File: src/rtl/xor_stream_checksum_pkg.sv
// Shared types and defaults for the XOR stream checksum block.
// State encoding and default geometry live here.
package xor_stream_checksum_pkg;

    typedef enum logic {
        ST_ACCUM = 1'b0,
        ST_OUT   = 1'b1
    } state_t;

    localparam int DEF_WIDTH = 16;
    localparam int DEF_CNT_W = 8;

endpackage

File: src/rtl/xor_stream_checksum_xor_reduce.sv
// Parametrised XOR reduction producing a single parity bit.
// Shared with the ALU flags logic.
module xor_reduce #(
    parameter int WIDTH = 16
) (
    input  logic [WIDTH-1:0] data,
    output logic             parity
);

    // Reduction operator maps onto a balanced XOR tree
    always_comb begin
        parity = ^data;
    end

endmodule

File: src/rtl/xor_stream_checksum.sv
// Folds a valid/ready word stream into a per-frame XOR checksum.
// Emits sum, parity and saturating word count at frame end.
module xor_stream_checksum
    import xor_stream_checksum_pkg::*;
#(
    parameter int WIDTH = DEF_WIDTH,
    parameter int CNT_W = DEF_CNT_W
) (
    input  logic             clk,
    input  logic             reset,
    input  logic [WIDTH-1:0] in_data,
    input  logic             in_valid,
    input  logic             in_last,
    output logic             in_ready,
    input  logic             abort,
    output logic [WIDTH-1:0] out_sum,
    output logic             out_parity,
    output logic [CNT_W-1:0] out_count,
    output logic             out_ovf,
    output logic             out_valid,
    input  logic             out_ready
);

    state_t           state;
    logic [WIDTH-1:0] acc;
    logic [CNT_W-1:0] cnt;
    logic             cnt_sat;

    logic [WIDTH-1:0] fold;
    logic             fold_parity;
    logic [CNT_W:0]   cnt_inc;
    logic             inc_ovf;
    logic [CNT_W-1:0] cnt_next;
    logic             accept;

    // Ready depends only on registered state, never on valid/ready inputs
    always_comb begin
        in_ready = (state == ST_ACCUM) && !reset;
        accept   = in_valid && in_ready;
    end

    // Next checksum and widened counter increment with overflow detect
    always_comb begin
        fold     = acc ^ in_data;
        cnt_inc  = {1'b0, cnt} + {{CNT_W{1'b0}}, 1'b1};
        inc_ovf  = cnt_inc[CNT_W];
        cnt_next = inc_ovf ? cnt : cnt_inc[CNT_W-1:0];
    end

    xor_reduce #(
        .WIDTH (WIDTH)
    ) u_parity (
        .data   (fold),
        .parity (fold_parity)
    );

    // Frame FSM: accumulate words, then hold the result until taken
    always_ff @(posedge clk) begin
        if (reset) begin
            state      <= ST_ACCUM;
            acc        <= '0;
            cnt        <= '0;
            cnt_sat    <= 1'b0;
            out_sum    <= '0;
            out_parity <= 1'b0;
            out_count  <= '0;
            out_ovf    <= 1'b0;
            out_valid  <= 1'b0;
        end else begin
            unique case (state)
                ST_ACCUM: begin
                    if (abort) begin
                        acc     <= '0;
                        cnt     <= '0;
                        cnt_sat <= 1'b0;
                    end else if (accept) begin
                        if (in_last) begin
                            out_sum    <= fold;
                            out_parity <= fold_parity;
                            out_count  <= cnt_next;
                            out_ovf    <= cnt_sat | inc_ovf;
                            out_valid  <= 1'b1;
                            acc        <= '0;
                            cnt        <= '0;
                            cnt_sat    <= 1'b0;
                            state      <= ST_OUT;
                        end else begin
                            acc     <= fold;
                            cnt     <= cnt_next;
                            cnt_sat <= cnt_sat | inc_ovf;
                        end
                    end
                end
                ST_OUT: begin
                    if (out_ready) begin
                        out_valid <= 1'b0;
                        state     <= ST_ACCUM;
                    end
                end
            endcase
        end
    end

endmodule

File: config.mk
export PLATFORM = sky130hd
export DESIGN_NAME = xor_stream_checksum
export DESIGN_NICKNAME = d
export VERILOG_FILES = /design/src/rtl/xor_stream_checksum_pkg.sv /design/src/rtl/xor_stream_checksum_xor_reduce.sv /design/src/rtl/xor_stream_checksum.sv
export SDC_FILE = /design/constraint.sdc
export NUM_CORES = 1
export LEC_CHECK = 0
export BUFFER_PORTS_ARGS = -buffer_cell sky130_fd_sc_hd__clkbuf_2
export CAP_MARGIN = 20
export CORE_ASPECT_RATIO = 1.2
export CORE_MARGIN = 4
export CORE_UTILIZATION = 35
export CTS_CLUSTER_DIAMETER = 150
export CTS_CLUSTER_SIZE = 30
export DETAILED_ROUTE_END_ITERATION = 16
export PLACE_DENSITY = 0.54
export SLEW_MARGIN = 10
export SYNTH_ARGS = -nofsm -noshare
export SYNTH_HDL_FRONTEND = slang
export SYNTH_SLANG_ARGS = --single-unit
File: constraint.sdc
create_clock -name clk -period 2 [get_ports clk]
set_input_delay 0.4 -clock clk [delete_from_list [all_inputs] [get_ports clk]]
set_output_delay 0.4 -clock clk [all_outputs]
set_load 0.02 [all_outputs]
Word level (Yosys, flattened, before mapping)
Cells that the tools add are included.
{"block": "totals", "ff_bits": 53, "output_inout_bits": 28, "inputBits": 22, "wordCells": 46}
{"block": "classes", "eq_ne": 4, "add_sub_neg": 1, "n_reduce_logical": 8, "bitwise_logic": 4, "n_mux": 20}
{"cell": "$mux W16", "n": 3}
{"cell": "$mux W8", "n": 4}
{"cell": "$reduce_xor A16 Y1", "n": 1}
{"cell": "$xor A16 B16 Y16", "n": 1}
{"cell": "$mux W1", "n": 11}
{"cell": "$add A8 B1 Y9 const B", "n": 1}
{"cell": "$ne A2 B2 Y1 const B", "n": 4}
{"cell": "$reduce_and A4 Y1", "n": 2}
{"cell": "$pmux W1 S2", "n": 2}
{"cell": "$logic_and A1 B1 Y1", "n": 2}
{"cell": "$not A1 Y1", "n": 2}
{"cell": "$reduce_and A2 Y1", "n": 1}
{"cell": "$reduce_bool A2 Y1", "n": 1}
{"cell": "$logic_not A1 Y1", "n": 1}
{"cell": "$or A1 B1 Y1", "n": 1}

Longest topological paths before layout
Gate-level depths: netlist of run 1.
{"block": "depth", "word_depth": 6, "ltp_mapped": 8, "mapped_depth_nobuf": 7}

Modules after synthesis
Synthesis of run 1 repeated with hierarchy kept, for this count alone.
{"block": "unflattened", "cells_unflattened": 308, "hier_area_um2": 2536.2}
{"mod": "xor_stream_checksum", "area_each_um2": 2404.8, "cells_per_inst": 293, "seq_area_each_um2": 1061.0, "instances": 1}
{"mod": "xor_reduce", "area_each_um2": 131.4, "cells_per_inst": 15, "seq_area_each_um2": 0.0, "instances": 1}

Worst setup path after synthesis of run 1
Ideal clock, no wire load.
{"block": "synth_timing", "kind": "input to register", "startpoint": "input reset", "endpoint": "register out_count[4]", "setup_time_ns": 0.128, "required_ns": 1.872, "path_buffers": 2, "path_slack_ns": 0.255, "t_arrival_ns": 1.617, "path_stages": 6, "cell_sequence": "buf_6 -> or3b_4 -> or3b_1 -> buf_2 -> a21oi_1 -> nor2_1"}
{"block": "synth_between", "elab_chain_len": 4}
{"element": "from (decl)", "line_no": "xor_stream_checksum.sv:10", "source": "input logic reset,"}
{"element": "$logic_not A1 Y1", "line_no": "xor_stream_checksum.sv:38", "source": "in_ready = (state == ST_ACCUM) && !reset;"}
{"element": "$logic_and A1 B1 Y1", "line_no": "xor_stream_checksum.sv:38"}
{"element": "$logic_and A1 B1 Y1", "line_no": "xor_stream_checksum.sv:39", "source": "accept = in_valid && in_ready;"}
{"element": "$reduce_and A4 Y1 (no source line)"}
{"element": "to (signal assigned)", "line_no": "xor_stream_checksum.sv:80", "source": "out_count <= cnt_next;"}
{"element": "to (decl)", "line_no": "xor_stream_checksum.sv:18", "source": "output logic [CNT_W-1:0] out_count,"}
Several ways; a longest one is shown, not always the timed one.
A chain may end at the register's enable or synchronous reset.

Final worst setup path of run 1
{"block": "layout_timing", "startpoint": "register state", "endpoint": "register out_count[4]"}
{"block": "layout_between", "elab_chain_len": 4}
{"element": "from (decl)", "line_no": "xor_stream_checksum.sv:24", "source": "state_t state;"}
{"element": "from (signal assigned)", "line_no": "xor_stream_checksum.sv:60", "source": "state <= ST_ACCUM;"}
{"element": "from (signal assigned)", "line_no": "xor_stream_checksum.sv:86", "source": "state <= ST_OUT;"}
{"element": "from (signal assigned)", "line_no": "xor_stream_checksum.sv:97", "source": "state <= ST_ACCUM;"}
{"element": "$not A1 Y1 (*)"}
{"element": "$logic_and A1 B1 Y1", "line_no": "xor_stream_checksum.sv:38"}
{"element": "$logic_and A1 B1 Y1", "line_no": "xor_stream_checksum.sv:39"}
{"element": "$reduce_and A4 Y1 (no source line) (*)"}
Mark *: on every way between the ends. The rest lies on a longest branch, timed or not.

==> impl_metrics.json, run 1 <==
{
  "hold_viol": 0,
  "fin_crit_ns": 1.75,
  "syn_area_per_cell_um2": 8.32,
  "synth_ff_type": "dfxtp_1",
  "cts.reportedPaths.clkPinSlew_ns": 0.09,
  "synth.most_common_cell": "nor2_1",
  "root_buffer": "clkbuf_8",
  "synth_nets": 329,
  "cp_max_fo": 10,
  "synth_cells": 306,
  "powerDensity_nw_per_um2": 701,
  "critPathLaunchType": "flop",
  "synthDistinctLibCells": 35,
  "gp_congestion": 0.744,
  "yosys.area.top_type": "dfxtp_1",
  "cp-end-kind": "flop",
  "p_clk_share_pct": 33.4,
  "ctsHoldBuffers": 0,
  "drt_iter0_drc": 59,
  "insertion_delay_ns": 0.30,
  "fin_nets": 382,
  "synth_common_cells": "61 x nor2_1, 53 x dfxtp_1, 36 x a21oi_1",
  "drive_gt1_share_pct": 25.9,
  "grt_pass1_vias": 2092,
  "p_leak_nw": 1.15,
  "synth.top_cell.area_share_pct": 41.7,
  "syn-cell-area_um2": 2540,
  "slew_violations": 0,
  "clock_sinks": 53,
  "dpl.hpwl_um": 4230,
  "cts_tree": "built",
  "arrival_ns": 1.94,
  "rrSetupSlack_ns": 0.25,
  "ant_nets": 0,
  "tightestPinTransition_ns": 0.411,
  "dieArea_um2": 8710,
  "internal-power_mw": 1.58,
  "grt_first_pass_wirelength_um": 9780,
  "post-route-drc-count": 0,
  "syn_to_final_growth_pct": 19.1,
  "period_share_pct": 87.5,
  "grt_setup_unrepaired": "no",
  "critical_path_required_ns": 2.19,
  "placed_area_um2": 2930,
  "grtUsageTotal_pct": 14.0,
  "portBuffers": 49,
  "multiInputGateArea_um2": 1380,
  "worstHoldStart": "out_ready",
  "fin_setup_tns_ns": 0,
  "power_switching_mw": 0.546,
  "synth_enable_flop_cells": 0,
  "ys_ff_latch": 53,
  "grt_max_degree": 36,
  "regArea_um2": 1060,
  "switching_share_pct": 25.7,
  "die_y_um": 101,
  "n_fill_cell": 729,
  "seq_power_share_pct": 51.1,
  "synth-seq-area-share_pct": 41.7,
  "hp-class": "primary input to flop",
  "relSlewSlack_pct": 72.6,
  "post_cts_buffers": 0,
  "yosysWarnings": 0,
  "ioPinCount": 50,
  "htreeDepth": 2,
  "grt_overflow": 0,
  "post_drt_wl_per_cell_um": 13.1,
  "drt-vias-per-instance": 4.87,
  "finalSetupViolCount": 0,
  "power_mw": 2.13,
  "firstDrtPassIters": 4,
  "critPathKind": "flop to flop",
  "std_cell_rows": 33,
  "drv_cap": 0,
  "power_frac_comb_pct": 15.4,
  "outcome": "completed",
  "antenna_found_initial": 0,
  "startpoint": "state",
  "synthArstFlopShare_pct": 0,
  "fp.dieW_um": 85.8,
  "fin_util_pct": 43.7,
  "initial_core_util_pct": 36.7,
  "fmax_mhz": 571,
  "n_antenna_cell": 0,
  "vias": 2170,
  "fin_area_um2": 3030,
  "reg2reg_from": "state",
  "finClkSkew_ns": 0.00972,
  "drt_wl_total_um": 5830,
  "cts_resized": 0,
  "core_um2": 6940,
  "post_synth_main_area_contributors": "dfxtp_1 42%, xnor2_1 11%, nor2_1 9.0%",
  "cts_buffer_depth": 2,
  "cts_buffers": 5,
  "irDropWorstVdd_mv": 0.305
}
[flip-flops by register name, indices dropped and copies added (netlist names)]
name	count
acc	16
cnt	8
cnt_sat	1
out_count	8
out_ovf	1
out_parity	1
out_sum	16
out_valid	1
state	1
[power groups by stage]
stage | Clock (mW) | Combinational, mW | Sequential [mW]
3_5_place_dp | 0 | 0.332 | 1.11
4_1_cts | 0.744 | 0.334 | 1.09
3_3_place_gp | 0 | 0.329 | 1.11
2_1_floorplan | 0 | 0.216 | 1.13
6_report | 0.710 | 0.328 | 1.09
5_1_grt | 0.777 | 0.360 | 1.09
[area by class of cell]
| type | count | share of cell area (%) |
|---|---|---|
| inverters | 2 | 0.248 |
| clock buffers | 5 | 2.27 |
| multi-input cells | 234 | 45.4 |
| well taps | 87 | 3.59 |
| clock inverters | 2 | 1.16 |
| flip-flops and latches | 53 | 35.0 |
| repair buffers | 63 | 12.4 |
[stage by stage]
stage,hold slack (ns),worst slack (ns),std cells
6_report,0.373,0.249,446
5_1_grt,0.371,0.101,446
4_1_cts,0.364,0.248,446
3_5_place_dp,0.452,0.124,439
3_3_place_gp,0.442,0.112,439
2_1_floorplan,0.451,0.255,306
[critical path, cell delays in order (launching register included)]
cell and delay, ns:
dfxtp_1 0.37, or3b_4 0.45, or3b_1 0.57, a21oi_1 0.21
nor2_1 0.05
[routing by layer]
| metal | routed length [µm] | part of all wire (%) | global-route usage [%] | vias to the layer above |
|---|---|---|---|---|
| met5 | 0 | 0 | 0 | - |
| met4 | 60 | 1.0 | 4.02 | 0 |
| met3 | 179 | 3.1 | 2.77 | 5 |
| met2 | 2940 | 50 | 25.1 | 29 |
| met1 | 2660 | 46 | 16.9 | 992 |
| li1 | - | - | - | 1144 |
[logic make-up (layout without fill, tap and decap cells)]
| group | Yosys count | in the layout | share of synthesized area, % |
|---|---|---|---|
| AOI/OAI and AO/OA | 83 | 83 | 22.4 |
| adders and majority gates | 1 | 1 | 0.492 |
| buffers and inverters | 19 | 72 | 4.28 |
| xor gates and xnor gates | 32 | 32 | 11.0 |
| and+or+nand+nor | 118 | 118 | 20.2 |
| DFF | 53 | 53 | 41.7 |
[cells in the final DEF (no fill, tap or decap)]
cell       count
nor3_1         4
dfxtp_1       53
buf_12         2
xnor2_1       31
o21ba_2        1
a311oi_1       1
or2_2          2
clkbuf_2      49
ha_1           1
buf_4         12
nand2b_1       1
nand2_1       34
or3b_4         1
a22oi_1        3
and4_1         1
nor3b_4        1
or2_0          1
o21ai_0       21
xor2_1         1
nand3_1        5
o221a_2        1
a211oi_2      16
inv_1          2
clkinv_2       1
nor2_1        61
nand3b_1       1
a32oi_1        1
o211ai_1       2
or3b_1         1
a211oi_1       1
bufinv_16      1
nand4_1        1
a21oi_1       36
and3_1         3
clkbuf_8       5
nor2_2         1
[path summary, 6_finish.rpt]
path | to | cells past startpoint
setup / recovery | out_count[4] | 4
hold reg to reg | out_count[0] | 2
setup reg to reg | out_count[4] | 4
hold / removal | state | 3
Power figures use the tool's default switching activity.
==> run 2, diff against run 1 <==
Settings changed: SYNTH_HIERARCHICAL set to 1.
==> run 2 against run 1 <==
Compared with the run above: register-to-register slack barely moved; maximum frequency is 2.6% lower; critical path type is now primary input to primary output; cell count is 0.45% lower; synthesized area fell by 0.34%; setup slack worse by 0.048 ns; largest power group unchanged; largest cell class unchanged; critical path depth grew 1; flip-flop and latch count unchanged; final area is 0.99% lower; critical endpoint is now in_ready; highest routed layer unchanged; power shrank 6.0%; synthesized cell count grew 0.65%; clock-buffer cell count grew 1.
==> impl_metrics.json, run 2 <==
{
  "synth.top_cell.area_share_pct": 41.8,
  "dp_slack_ns": 0.0827,
  "ctsHoldBuffers": 0,
  "grtUsageTotal_pct": 14.7,
  "core_um2": 6940,
  "fin_area_um2": 3000,
  "grt_max_degree": 36,
  "synth_common_cells": "53 x dfxtp_1, 48 x a21oi_1, 42 x nand2_1",
  "post_drt_wl_per_cell_um": 14.1,
  "grt_overflow": 0,
  "initial_core_util_pct": 36.6,
  "cts.reportedPaths.clkPinSlew_ns": 0.09,
  "synth.most_common_cell": "dfxtp_1",
  "ant_nets": 0,
  "powerDensity_nw_per_um2": 665,
  "rrSetupSlack_ns": 0.25,
  "placed_area_um2": 2910,
  "cts_resized": 0,
  "cts_buffers": 5,
  "portBuffers": 49,
  "synth_nets": 331,
  "post_cts_buffers": 0,
  "cts_tree": "built",
  "n_antenna_cell": 0,
  "dpl.hpwl_um": 4440,
  "critPathKind": "primary input to primary output",
  "yosys.area_share.adder_pct": 0.493,
  "syn-cell-area_um2": 2540,
  "synth_mux_area_share_pct": 0.395,
  "dieArea_um2": 8680,
  "grt_pass1_vias": 2158,
  "slew_violations": 0,
  "ioPinCount": 50,
  "p_leak_nw": 1.14,
  "fmax_mhz": 556,
  "synth_cells": 308,
  "grt_first_pass_wirelength_um": 10200,
  "dp_cells": 437,
  "synth_compound_area_share_pct": 19.2,
  "tightestPinTransition_ns": 0.403,
  "std_cell_rows": 33,
  "fin_ws_ns": 0.202,
  "hold_viol": 0,
  "final_common_cell": "dfxtp_1",
  "drt-vias-per-instance": 5.06,
  "fin_crit_ns": 1.80,
  "drt_wl_total_um": 6270,
  "finClkSkew_ns": 0.00729,
  "drt_iter0_drc": 77,
  "synthArstFlopShare_pct": 0,
  "antenna_found_initial": 0,
  "vias": 2247,
  "cp_max_fo": 35,
  "fin_cells": 444,
  "synthDistinctLibCells": 38,
  "cp-end-kind": "primary output",
  "critPathLaunchType": "primary input",
  "clock_sinks": 53,
  "die_y_um": 101,
  "relSlewSlack_pct": 73.1,
  "critical_path_required_ns": 1.60,
  "synth_top_family_by_area": "simple AND/OR/NAND/NOR gates",
  "hp-class": "primary input to flop",
  "irDropWorstVdd_mv": 0.302,
  "drv_cap": 0,
  "synth_ff_type": "dfxtp_1",
  "post-route-drc-count": 0,
  "top_regs": "acc x16, out_sum x16",
  "synth_xor_area_share_pct": 11.1,
  "yosys.area.top_type": "dfxtp_1",
  "period_share_pct": 89.9,
  "drive_gt1_share_pct": 21.0,
  "grt_setup_unrepaired": "no",
  "root_buffer": "clkbuf_8",
  "htreeDepth": 2,
  "fp.dieW_um": 85.7,
  "yosysWarnings": 6,
  "outcome": "completed",
  "synth_enable_flop_cells": 0,
  "syn_to_final_growth_pct": 18.4,
  "syn_area_per_cell_um2": 8.23,
  "synth-seq-area-share_pct": 41.8,
  "firstDrtPassIters": 4,
  "insertion_delay_ns": 0.30,
  "fin_nets": 380,
  "cts_buffer_depth": 2,
  "ys_ff_latch": 53,
  "finalSetupViolCount": 0,
  "yosys.area_share.simple_pct": 22.8,
  "final_cell_mix": "53 x dfxtp_1, 49 x clkbuf_2, 48 x a21oi_1",
  "arrival_ns": 1.40,
  "post_synth_main_area_contributors": "dfxtp_1 42%, a21oi_1 9.5%, nand2_1 6.2%",
  "gp_congestion": 0.739,
  "fin_setup_tns_ns": 0
}
-- run 2: changes by cell type in the layout (fill, tap and decap cells not counted), sizes merged, moves of 4 or more --
cell,previous run,this run
nor2,62,24
xnor2,31,14
xor2,1,18
nand3b,1,14
a211oi,17,5
a21oi,36,48
nand2,34,42
or3,0,4
-- run 2: path summary, 6_finish.rpt --
check / startpoint / to / cells after the start
worst min register to register: out_sum[6] / out_sum[6] / 2
worst max-delay path: reset / in_ready / 5
worst min-delay path: out_ready / state / 3
worst max register to register: state / out_count[7] / 4
-- run 2: cell type report --
| class | count | area (µm²) |
|---|---|---|
| sequential | 53 | 1060 |
| tap | 87 | 109 |
| timing repair buffer | 62 | 368 |
| multi-input combinational | 234 | 1370 |
| clock buffer | 6 | 82.6 |
| clock inverter | 1 | 7.51 |
| fill | 718 | 3940 |
| inverter | 1 | 3.75 |
-- run 2: routing by layer --
layer | wire length (µm) | up-vias | part of all wire, % | track usage [%]
li1 | - | 1168 | - | -
met4 | 163 | 0 | 2.6 | 5.72
met2 | 2980 | 49 | 48 | 24.9
met1 | 2830 | 1016 | 45 | 18.1
met5 | 0 | - | 0 | 0
met3 | 294 | 14 | 4.7 | 3.34
-- run 2: kinds of logic after synthesis --
group	count (synthesis)
simple gates	113
compound gates	87
flops	53
xor+xnor	32
buf+inv	21
mux	1
fa+ha+maj	1
-- run 2: report_power, final --
part           total, mW  switching, mW  internal [mW]
sequential          1.09         0.0126           1.07
combinational      0.300          0.170          0.130
clock              0.610          0.336          0.274
-- run 2: per-stage QoR --
| stage | util [%] | hold WS, ns | power, mW |
|---|---|---|---|
| 2_1_floorplan | - | 0.454 | 1.31 |
| 3_3_place_gp | 42.0 | 0.443 | 1.41 |
| 3_5_place_dp | 42.0 | 0.448 | 1.42 |
| 4_1_cts | 43.3 | 0.355 | 2.04 |
| 5_1_grt | 43.3 | 0.363 | 2.11 |
| 6_report | 43.3 | 0.368 | 2.00 |
-- run 2: worst max-delay path, cell delays in order --
cell and delay (ns):
clkbuf_2 0.08, buf_4 0.36, buf_4 0.33, nor2_1 0.06
clkbuf_2 0.15
